[src/rtl/lsu_mem_arbiter_pkg.sv]
// lsu_mem_arbiter_pkg: shared sizing constants, sel-width helper and the buffered request struct for the LSU memory arbiter
package VX_gpu_pkg;
   localparam int LSU_NUM_REQS    = 4;
   localparam int LSU_NUM_LANES   = 4;
   localparam int LSU_DATA_SIZE   = 4;
   localparam int LSU_ADDR_WIDTH  = 32;
   localparam int LSU_TAG_WIDTH   = 8;
   localparam int LSU_MAX_PENDING = 8;
   function automatic int sel_bits(input int n);
      return (n > 1) ? $clog2(n) : 1;
   endfunction
   localparam int REQ_SEL_BITS = sel_bits(LSU_NUM_REQS);
   localparam int PEND_BITS    = $clog2(LSU_MAX_PENDING + 1);
   typedef struct packed {
      logic                                          rw;
      logic [LSU_NUM_LANES-1:0]                      mask;
      logic [LSU_NUM_LANES*LSU_ADDR_WIDTH-1:0]       addr;
      logic [LSU_NUM_LANES*LSU_DATA_SIZE*8-1:0]      data;
      logic [LSU_NUM_LANES*LSU_DATA_SIZE-1:0]        byteen;
      logic [LSU_TAG_WIDTH+REQ_SEL_BITS-1:0]         tag;
   } lsu_arb_req_t;
endpackage

[src/rtl/lsu_mem_arbiter_if.sv]
// lsu_mem_arbiter_if: requester-side, response-side and memory-side buses of the arbiter; slave = arbiter view, master = environment view
interface lsu_mem_arbiter_if import VX_gpu_pkg::*; #(
   parameter int NUM_REQS   = LSU_NUM_REQS,
   parameter int NUM_LANES  = LSU_NUM_LANES,
   parameter int DATA_SIZE  = LSU_DATA_SIZE,
   parameter int ADDR_WIDTH = LSU_ADDR_WIDTH,
   parameter int TAG_WIDTH  = LSU_TAG_WIDTH
);
   localparam int SEL = sel_bits(NUM_REQS);
   localparam int AW  = NUM_LANES * ADDR_WIDTH;
   localparam int DW  = NUM_LANES * DATA_SIZE * 8;
   localparam int BW  = NUM_LANES * DATA_SIZE;
   localparam int MTW = TAG_WIDTH + SEL;
   logic [NUM_REQS-1:0]           req_valid, req_ready, req_rw;
   logic [NUM_REQS*NUM_LANES-1:0] req_mask;
   logic [NUM_REQS*AW-1:0]        req_addr;
   logic [NUM_REQS*DW-1:0]        req_data;
   logic [NUM_REQS*BW-1:0]        req_byteen;
   logic [NUM_REQS*TAG_WIDTH-1:0] req_tag;
   logic [NUM_REQS-1:0]           rsp_valid, rsp_ready;
   logic [NUM_LANES-1:0]          rsp_mask;
   logic [DW-1:0]                 rsp_data;
   logic [TAG_WIDTH-1:0]          rsp_tag;
   logic                          mem_req_valid, mem_req_ready, mem_req_rw;
   logic [NUM_LANES-1:0]          mem_req_mask;
   logic [AW-1:0]                 mem_req_addr;
   logic [DW-1:0]                 mem_req_data;
   logic [BW-1:0]                 mem_req_byteen;
   logic [MTW-1:0]                mem_req_tag;
   logic                          mem_rsp_valid, mem_rsp_ready;
   logic [NUM_LANES-1:0]          mem_rsp_mask;
   logic [DW-1:0]                 mem_rsp_data;
   logic [MTW-1:0]                mem_rsp_tag;
   modport slave (
      input  req_valid, req_rw, req_mask, req_addr, req_data, req_byteen, req_tag, rsp_ready,
             mem_req_ready, mem_rsp_valid, mem_rsp_mask, mem_rsp_data, mem_rsp_tag,
      output req_ready, rsp_valid, rsp_mask, rsp_data, rsp_tag, mem_req_valid, mem_req_rw,
             mem_req_mask, mem_req_addr, mem_req_data, mem_req_byteen, mem_req_tag, mem_rsp_ready
   );
   modport master (
      output req_valid, req_rw, req_mask, req_addr, req_data, req_byteen, req_tag, rsp_ready,
             mem_req_ready, mem_rsp_valid, mem_rsp_mask, mem_rsp_data, mem_rsp_tag,
      input  req_ready, rsp_valid, rsp_mask, rsp_data, rsp_tag, mem_req_valid, mem_req_rw,
             mem_req_mask, mem_req_addr, mem_req_data, mem_req_byteen, mem_req_tag, mem_rsp_ready
   );
endinterface

[src/rtl/lsu_mem_arbiter_rr_picker.sv]
// lsu_rr_picker: combinational round-robin priority encoder; ports elig/ptr in, one-hot grant, its index and valid out
module lsu_rr_picker #(
   parameter int N   = 4,
   parameter int SEL = 2
) (
   input  logic [N-1:0]   elig,
   input  logic [SEL-1:0] ptr,
   output logic [N-1:0]   grant,
   output logic [SEL-1:0] idx,
   output logic           valid
);
   always_comb begin
      grant = '0;
      idx   = '0;
      valid = 1'b0;
      for (int k = 0; k < N; k++) begin
         if (!valid && elig[(int'(ptr) + k) % N]) begin
            valid                          = 1'b1;
            grant[(int'(ptr) + k) % N]     = 1'b1;
            idx                            = SEL'((int'(ptr) + k) % N);
         end
      end
   end
endmodule

[src/rtl/lsu_mem_arbiter.sv]
// lsu_mem_arbiter: round-robin share of one LSU memory port; ports clk/reset, bus (slave), pending_count (per-requester reads in flight), busy
module lsu_mem_arbiter import VX_gpu_pkg::*; #(
   parameter int NUM_REQS    = LSU_NUM_REQS,
   parameter int NUM_LANES   = LSU_NUM_LANES,
   parameter int DATA_SIZE   = LSU_DATA_SIZE,
   parameter int ADDR_WIDTH  = LSU_ADDR_WIDTH,
   parameter int TAG_WIDTH   = LSU_TAG_WIDTH,
   parameter int MAX_PENDING = LSU_MAX_PENDING
) (
   input  logic                          clk,
   input  logic                          reset,
   lsu_mem_arbiter_if.slave              bus,
   output logic [NUM_REQS*PEND_BITS-1:0] pending_count,
   output logic                          busy
);
   localparam int SEL = sel_bits(NUM_REQS);
   localparam int PB  = PEND_BITS;
   localparam int AW  = NUM_LANES * ADDR_WIDTH;
   localparam int DW  = NUM_LANES * DATA_SIZE * 8;
   localparam int BW  = NUM_LANES * DATA_SIZE;
   logic [NUM_REQS-1:0] elig, pick_grant;
   logic [SEL-1:0]      pick_idx, rr_ptr, sel;
   logic                pick_valid, can_load, grant, out_valid, sel_ok, rsp_fire;
   lsu_arb_req_t        out_req;
   lsu_rr_picker #(.N(NUM_REQS), .SEL(SEL)) picker (
      .elig  (elig),
      .ptr   (rr_ptr),
      .grant (pick_grant),
      .idx   (pick_idx),
      .valid (pick_valid)
   );
   // The output register can take a new request when empty or draining this cycle
   assign can_load      = !out_valid || bus.mem_req_ready;
   assign grant         = pick_valid && can_load && !reset;
   assign bus.req_ready = grant ? pick_grant : '0;
   always_ff @(posedge clk) begin
      if (reset) begin
         rr_ptr    <= '0;
         out_valid <= 1'b0;
      end else begin
         if (grant) rr_ptr <= (pick_idx == SEL'(NUM_REQS - 1)) ? '0 : pick_idx + 1'b1;
         out_valid <= grant || (out_valid && !bus.mem_req_ready);
      end
   end
   // Payload is left unreset; out_valid qualifies it
   always_ff @(posedge clk) begin
      if (grant) out_req <= '{
         rw:     bus.req_rw[pick_idx],
         mask:   bus.req_mask[pick_idx*NUM_LANES +: NUM_LANES],
         addr:   bus.req_addr[pick_idx*AW +: AW],
         data:   bus.req_data[pick_idx*DW +: DW],
         byteen: bus.req_byteen[pick_idx*BW +: BW],
         tag:    {bus.req_tag[pick_idx*TAG_WIDTH +: TAG_WIDTH], pick_idx}
      };
   end
   assign bus.mem_req_valid  = out_valid;
   assign bus.mem_req_rw     = out_req.rw;
   assign bus.mem_req_mask   = out_req.mask;
   assign bus.mem_req_addr   = out_req.addr;
   assign bus.mem_req_data   = out_req.data;
   assign bus.mem_req_byteen = out_req.byteen;
   assign bus.mem_req_tag    = out_req.tag;
   // Responses route by the requester index carried in the tag LSBs
   assign sel               = bus.mem_rsp_tag[SEL-1:0];
   assign sel_ok            = int'(sel) < NUM_REQS;
   assign bus.rsp_valid     = (bus.mem_rsp_valid && sel_ok) ? NUM_REQS'(1) << sel : '0;
   assign bus.mem_rsp_ready = sel_ok ? bus.rsp_ready[sel] : 1'b1;
   assign bus.rsp_tag       = bus.mem_rsp_tag[SEL +: TAG_WIDTH];
   assign bus.rsp_mask      = bus.mem_rsp_mask;
   assign bus.rsp_data      = bus.mem_rsp_data;
   assign rsp_fire          = bus.mem_rsp_valid && bus.mem_rsp_ready;
   assert property (@(posedge clk) disable iff (reset) !(bus.mem_rsp_valid && !sel_ok));
   for (genvar i = 0; i < NUM_REQS; i++) begin : g_credit
      logic [PB-1:0] pending;
      logic          inc, dec;
      // Writes bypass the credit check and never take credit
      assign elig[i] = bus.req_valid[i] && (bus.req_rw[i] || int'(pending) < MAX_PENDING);
      assign inc     = bus.req_ready[i] && !bus.req_rw[i];
      assign dec     = rsp_fire && sel_ok && int'(sel) == i;
      always_ff @(posedge clk) begin
         if (reset) pending <= '0;
         else if (inc && !dec) pending <= pending + 1'b1;
         else if (dec && !inc && pending != '0) pending <= pending - 1'b1;
      end
      assign pending_count[i*PB +: PB] = pending;
      assert property (@(posedge clk) disable iff (reset) !(dec && pending == '0));
   end
   assign busy = out_valid || (|pending_count);
endmodule

[src/flat_wrapper.sv]
// flat-port wrapper written by rule: the top's interface ports become plain ports
module lsu_mem_arbiter_flat import VX_gpu_pkg::*;
#(
   parameter int NUM_REQS    = LSU_NUM_REQS,
   parameter int NUM_LANES   = LSU_NUM_LANES,
   parameter int DATA_SIZE   = LSU_DATA_SIZE,
   parameter int ADDR_WIDTH  = LSU_ADDR_WIDTH,
   parameter int TAG_WIDTH   = LSU_TAG_WIDTH,
   parameter int MAX_PENDING = LSU_MAX_PENDING
)
  (clk, reset, pending_count, busy, bus_req_valid, bus_req_rw, bus_req_mask, bus_req_addr, bus_req_data, bus_req_byteen, bus_req_tag, bus_rsp_ready, bus_mem_req_ready, bus_mem_rsp_valid, bus_mem_rsp_mask, bus_mem_rsp_data, bus_mem_rsp_tag, bus_req_ready, bus_rsp_valid, bus_rsp_mask, bus_rsp_data, bus_rsp_tag, bus_mem_req_valid, bus_mem_req_rw, bus_mem_req_mask, bus_mem_req_addr, bus_mem_req_data, bus_mem_req_byteen, bus_mem_req_tag, bus_mem_rsp_ready);
  lsu_mem_arbiter_if #(.NUM_REQS(NUM_REQS), .NUM_LANES(NUM_LANES), .DATA_SIZE(DATA_SIZE), .ADDR_WIDTH(ADDR_WIDTH), .TAG_WIDTH(TAG_WIDTH)) bus_i ();
  input  logic clk;
  input  logic reset;
  output logic [NUM_REQS*PEND_BITS-1:0] pending_count;
  output logic busy;
  input wire logic [$bits(bus_i.req_valid)-1:0] bus_req_valid;
  input wire logic [$bits(bus_i.req_rw)-1:0] bus_req_rw;
  input wire logic [$bits(bus_i.req_mask)-1:0] bus_req_mask;
  input wire logic [$bits(bus_i.req_addr)-1:0] bus_req_addr;
  input wire logic [$bits(bus_i.req_data)-1:0] bus_req_data;
  input wire logic [$bits(bus_i.req_byteen)-1:0] bus_req_byteen;
  input wire logic [$bits(bus_i.req_tag)-1:0] bus_req_tag;
  input wire logic [$bits(bus_i.rsp_ready)-1:0] bus_rsp_ready;
  input wire logic [$bits(bus_i.mem_req_ready)-1:0] bus_mem_req_ready;
  input wire logic [$bits(bus_i.mem_rsp_valid)-1:0] bus_mem_rsp_valid;
  input wire logic [$bits(bus_i.mem_rsp_mask)-1:0] bus_mem_rsp_mask;
  input wire logic [$bits(bus_i.mem_rsp_data)-1:0] bus_mem_rsp_data;
  input wire logic [$bits(bus_i.mem_rsp_tag)-1:0] bus_mem_rsp_tag;
  output wire logic [$bits(bus_i.req_ready)-1:0] bus_req_ready;
  output wire logic [$bits(bus_i.rsp_valid)-1:0] bus_rsp_valid;
  output wire logic [$bits(bus_i.rsp_mask)-1:0] bus_rsp_mask;
  output wire logic [$bits(bus_i.rsp_data)-1:0] bus_rsp_data;
  output wire logic [$bits(bus_i.rsp_tag)-1:0] bus_rsp_tag;
  output wire logic [$bits(bus_i.mem_req_valid)-1:0] bus_mem_req_valid;
  output wire logic [$bits(bus_i.mem_req_rw)-1:0] bus_mem_req_rw;
  output wire logic [$bits(bus_i.mem_req_mask)-1:0] bus_mem_req_mask;
  output wire logic [$bits(bus_i.mem_req_addr)-1:0] bus_mem_req_addr;
  output wire logic [$bits(bus_i.mem_req_data)-1:0] bus_mem_req_data;
  output wire logic [$bits(bus_i.mem_req_byteen)-1:0] bus_mem_req_byteen;
  output wire logic [$bits(bus_i.mem_req_tag)-1:0] bus_mem_req_tag;
  output wire logic [$bits(bus_i.mem_rsp_ready)-1:0] bus_mem_rsp_ready;
  assign bus_i.req_valid = bus_req_valid;
  assign bus_i.req_rw = bus_req_rw;
  assign bus_i.req_mask = bus_req_mask;
  assign bus_i.req_addr = bus_req_addr;
  assign bus_i.req_data = bus_req_data;
  assign bus_i.req_byteen = bus_req_byteen;
  assign bus_i.req_tag = bus_req_tag;
  assign bus_i.rsp_ready = bus_rsp_ready;
  assign bus_i.mem_req_ready = bus_mem_req_ready;
  assign bus_i.mem_rsp_valid = bus_mem_rsp_valid;
  assign bus_i.mem_rsp_mask = bus_mem_rsp_mask;
  assign bus_i.mem_rsp_data = bus_mem_rsp_data;
  assign bus_i.mem_rsp_tag = bus_mem_rsp_tag;
  assign bus_req_ready = bus_i.req_ready;
  assign bus_rsp_valid = bus_i.rsp_valid;
  assign bus_rsp_mask = bus_i.rsp_mask;
  assign bus_rsp_data = bus_i.rsp_data;
  assign bus_rsp_tag = bus_i.rsp_tag;
  assign bus_mem_req_valid = bus_i.mem_req_valid;
  assign bus_mem_req_rw = bus_i.mem_req_rw;
  assign bus_mem_req_mask = bus_i.mem_req_mask;
  assign bus_mem_req_addr = bus_i.mem_req_addr;
  assign bus_mem_req_data = bus_i.mem_req_data;
  assign bus_mem_req_byteen = bus_i.mem_req_byteen;
  assign bus_mem_req_tag = bus_i.mem_req_tag;
  assign bus_mem_rsp_ready = bus_i.mem_rsp_ready;
  lsu_mem_arbiter #(.NUM_REQS(NUM_REQS), .NUM_LANES(NUM_LANES), .DATA_SIZE(DATA_SIZE), .ADDR_WIDTH(ADDR_WIDTH), .TAG_WIDTH(TAG_WIDTH), .MAX_PENDING(MAX_PENDING)) u_core (.clk(clk), .reset(reset), .bus(bus_i), .pending_count(pending_count), .busy(busy));
endmodule
[config.mk]
export PLATFORM = sky130hd
export DESIGN_NAME = lsu_mem_arbiter_flat
export DESIGN_NICKNAME = d
export VERILOG_FILES = /design/src/rtl/lsu_mem_arbiter_pkg.sv /design/src/rtl/lsu_mem_arbiter_if.sv /design/src/rtl/lsu_mem_arbiter_rr_picker.sv /design/src/rtl/lsu_mem_arbiter.sv /design/src/flat_wrapper.sv
export SDC_FILE = /design/constraint.sdc
export NUM_CORES = 1
export LEC_CHECK = 0
export BUFFER_PORTS_ARGS = -buffer_cell sky130_fd_sc_hd__buf_2
export CAP_MARGIN = 20
export CORE_AREA = 2 2 681 683
export CTS_CLUSTER_SIZE = 30
export DETAILED_ROUTE_END_ITERATION = 10
export DIE_AREA = 0 0 683 685
export PLACE_DENSITY = 0.32
export SYNTH_ARGS = -nofsm -noshare
export SYNTH_HDL_FRONTEND = slang
export SYNTH_SLANG_ARGS = --single-unit
[constraint.sdc]
create_clock -name clk -period 7.35 [get_ports clk]
set_input_delay 0.3675 -clock clk [delete_from_list [all_inputs] [get_ports clk]]
set_output_delay 0.3675 -clock clk [all_outputs]
set_load 0.02 [all_outputs]
==> flow_metrics.tcl <==
set metrics [dict create \
    fmax_ghz 0.158 \
    share_of_synthesized_area_occupied_by_flip_flops_and_latches_pct 41.9 \
    rrSetupSlack_ps 1010 \
    start_kind "flop" \
    synth_edf_count 287 \
    count_of_different_cell_masters_after_synthesis 60 \
    drtAntennaViolNets 0 \
    drc 0 \
    max_slew.worst_pin.slew_ps 1070 \
    drive_above_1_share_pct 44.1 \
    tritoncts "done" \
    fin_crit_ps 6340 \
    critPathMaxStageDelay_ps 880 \
    fp.dieArea_um2 468000 \
    p_switching_uw 5260 \
    vias_in_the_first_global_route 23500 \
    grt_max_degree 129 \
    power.share.switching_pct 40.9 \
    yosys_most_used_dff "edfxtp_1" \
    die_height_um 685 \
    finalMaxSlewViolations 0 \
    drt-initial-drc-count 1404 \
    dp.final_hpwl_mm 192 \
    run_status "complete, no violations" \
    synth.ff_latch_count 306 \
    die-width_um 683 \
    netlist_area_before_placement_um2 21500 \
    avgRoutedWirePerCell_um 22.4 \
    timing.hold.worst_endpoint "u_core.bus.mem_req_data[75]" \
    vdd_drop_max_mv 0.257 \
    cap_violations 0 \
    worstReg2RegEnd "u_core.bus.mem_req_addr[124]" \
    hold_path_class "in2reg" \
    place_congestion 0.918 \
    synthToLayoutAreaGrowth_pct 100 \
    finalSetupViolCount 0 \
    max-clock-path-buffers 3 \
    postPlaceCellArea_um2 35000 \
    r2r_cells 14 \
    mostFrequentLayoutCells "1467 x buf_2, 863 x mux2i_1, 626 x dlygate4sd3_1" \
    critPathCaptureType "flop" \
    synth_fp_nets 2975 \
    yosys_warnings 0 \
    cts_sinks 306 \
    fin_worst_hold_slack_ps 109 \
    drt_wl_total_mm 221 \
    data_arrival_at_the_endpoint_of_the_critical_path_ps 6770 \
    final_skew_ps 21.6 \
    global_route.usage.total_pct 8.95 \
    share_comb_of_total_power_pct 57.9 \
    clkPwrFrac_pct 20.1 \
    viasPerCell 2.32 \
    async_flop_share_pct 0 \
    grt_antenna_before_repair 175 \
    tritoncts.num_buffers 50 \
    worst-path-max-fanout 35 \
    min-delay-start "bus_req_data[75]" \
    report.final.hold_viol_count 0 \
    power_report.internal_total_uw 7610 \
    post_cts.resized_instances 0 \
    io-pin-count 1748 \
    number_of_nets_in_the_layout 4907 \
    clock_tree.htree_level_count 2 \
    dr.pass1.iters 5 \
    detailroute.via_count 22900 \
    clk_transition_reported_paths_ps 60 \
    syn-mean-instance-area_um2 12.9 \
    worst_path_max_delay_cell "dfxtp_1" \
    fin_area_um2 43000 \
    unrepaired_setup_endpoints_after_global_routing "no" \
    netlist_instances 1661 \
    grt_remaining_overflow 0 \
    nFillCells 53600 \
    cp_cell_sequence "inv_1, ha_1, nand2b_1, nand3_1, a221oi_1, o21ai_1, a21oi_4, buf_4, buf_12, buf_4, mux2i_1, dlygate4sd3_1, mux2i_1, dlygate4sd3_1" \
    grt_pass1_wl_mm 266 \
    core-area_um2 461000 \
    placement_rows 250 \
    layout_commonest_cell "buf_2" \
    leakage_uw 0.0171 \
    setup_total_negative_slack_ps 0 \
    clkLatencyLatePin_ps 700 \
    hold_path_depth 3 \
    critical_setup_path_class "reg2reg" \
    clockRootBuffer "clkbuf_16" \
    final_cycle_utilization_of_the_critical_path_pct 86.3 \
    worstPathRequired_ps 7780 \
    power_frac_seq_pct 22.1 \
    initial_utilization_pct 4.66 \
    numPortBuffers 1467 \
    power.density_cell_area_nw_per_um2 299 \
    maxSlewHeadroom_pct 28.5 \
]
worst max-delay path by stage:
stage	from	endpoint
finish	flop	u_core.bus.mem_req_addr[124]
global route	flop	u_core.bus.mem_req_addr[124]
CTS	flop	u_core.bus.mem_req_addr[124]
detailed placement	flop	u_core.bus.mem_req_tag[3]
global placement	flop	u_core.bus.mem_req_tag[3]
floorplan	u_core.g_credit[1].pending[3]	u_core.g_credit[1].pending[3]
critical path: cells and delay by family (launching register included):
| kind | cells | cell delay [ps] |
|---|---|---|
| compound gates | 3 | 1010 |
| fa+ha+maj | 1 | 770 |
| buf+inv | 6 | 2550 |
| flops | 1 | 880 |
| mux | 2 | 280 |
| simple gates | 2 | 340 |
layout make-up:
class / count / area, µm² / area share, %
Antenna cell: 54 / 135 / 0.314
Clock buffer: 55 / 1290 / 3.00
Clock inverter: 38 / 367 / 0.852
Inverter: 8 / 63.8 / 0.148
Multi-Input combinational cell: 1102 / 10500 / 24.4
Sequential cell: 306 / 9000 / 20.9
Tap cell: 6174 / 7720 / 17.9
Timing Repair Buffer: 2125 / 14000 / 32.5
timing repair:
action,4_1_cts,5_1_grt
endpoints found under the hold margin,231,0
setup buffers,0,0
setup endpoints to repair,0,0
hold buffers,626,0
per-layer routing:
layer	wire [µm]	vias to the layer above	share of wire (%)	GRT usage, %
met2	101000	1305	46	14.7
met3	26400	544	12	4.28
met5	637	-	0.29	0
met1	78600	10800	36	9.38
li1	-	10100	-	-
met4	14900	94	6.7	4.94
state kept, by name, indices dropped and copies added (netlist names), named ones only:
signal	count
u_core.bus.mem_req_data	128
u_core.bus.mem_req_byteen	16
u_core.rr_ptr	1
u_core.bus.mem_req_addr	128
u_core.bus.mem_req_valid	1
u_core.bus.mem_req_mask	4
u_core.bus.mem_req_tag	10
u_core.bus.mem_req_rw	1
u_core.g_credit.pending	16
Yosys cell counts, types with 2 or more instances:
cell | instances | area share, %
nand2_1 | 33 | 0.58
ha_1 | 16 | 0.93
o41ai_4 | 4 | 0.51
nand4_1 | 4 | 0.12
nor4_1 | 5 | 0.15
a21boi_1 | 4 | 0.14
inv_2 | 3 | 0.052
fa_1 | 4 | 0.37
nand3_1 | 5 | 0.12
nor2b_1 | 14 | 0.41
a31oi_1 | 3 | 0.087
o32ai_1 | 5 | 0.20
inv_1 | 4 | 0.070
a21o_1 | 13 | 0.45
clkbuf_1 | 4 | 0.070
buf_2 | 61 | 1.4
nand2b_4 | 4 | 0.26
and2_1 | 5 | 0.15
buf_8 | 3 | 0.21
o311ai_1 | 4 | 0.16
a211o_1 | 2 | 0.082
nor2_1 | 29 | 0.51
and3_1 | 5 | 0.15
mux2i_1 | 863 | 40
a211oi_1 | 3 | 0.10
a21oi_1 | 15 | 0.35
xnor2_1 | 8 | 0.33
nand2b_1 | 9 | 0.26
a22o_1 | 2 | 0.082
edfxtp_1 | 287 | 40
a221oi_2 | 4 | 0.28
buf_12 | 22 | 2.1
mux2_1 | 8 | 0.42
dfxtp_1 | 19 | 1.8
buf_4 | 153 | 5.3
o21ai_0 | 8 | 0.19
mux4_2 | 3 | 0.31
logic make-up after synthesis:
group,Yosys count,share of synthesized area [%]
muxes,874,40.9
xor gates and xnor gates,9,0.367
and+or+nand+nor,120,2.96
adders and majority gates,20,1.30
DFF,306,41.9
AOI/OAI and AO/OA,79,3.19
buffers and inverters,253,9.33
stage by stage:
| step | setup WS [ps] | instances | utilization (%) | total power [µW] |
|---|---|---|---|---|
| 2_1_floorplan | 771 | 1661 | - | 6950 |
| 3_3_place_gp | 1300 | 9087 | 7.58 | 9100 |
| 3_5_place_dp | 1650 | 9088 | 7.58 | 9130 |
| 4_1_cts | 745 | 9807 | 9.30 | 13300 |
| 5_1_grt | 449 | 9845 | 9.32 | 13700 |
| 6_report | 1010 | 9862 | 9.33 | 12900 |
power by group through the flow:
| stage | Combinational [µW] | Sequential, µW | Clock [µW] |
|---|---|---|---|
| after floorplan | 3660 | 3280 | 0 |
| after global placement | 6200 | 2910 | 0 |
| after detailed placement | 6240 | 2890 | 0 |
| after CTS | 7670 | 2860 | 2780 |
| after global routing | 8030 | 2890 | 2790 |
| final | 7440 | 2840 | 2580 |
Power figures use the tool's default switching activity.
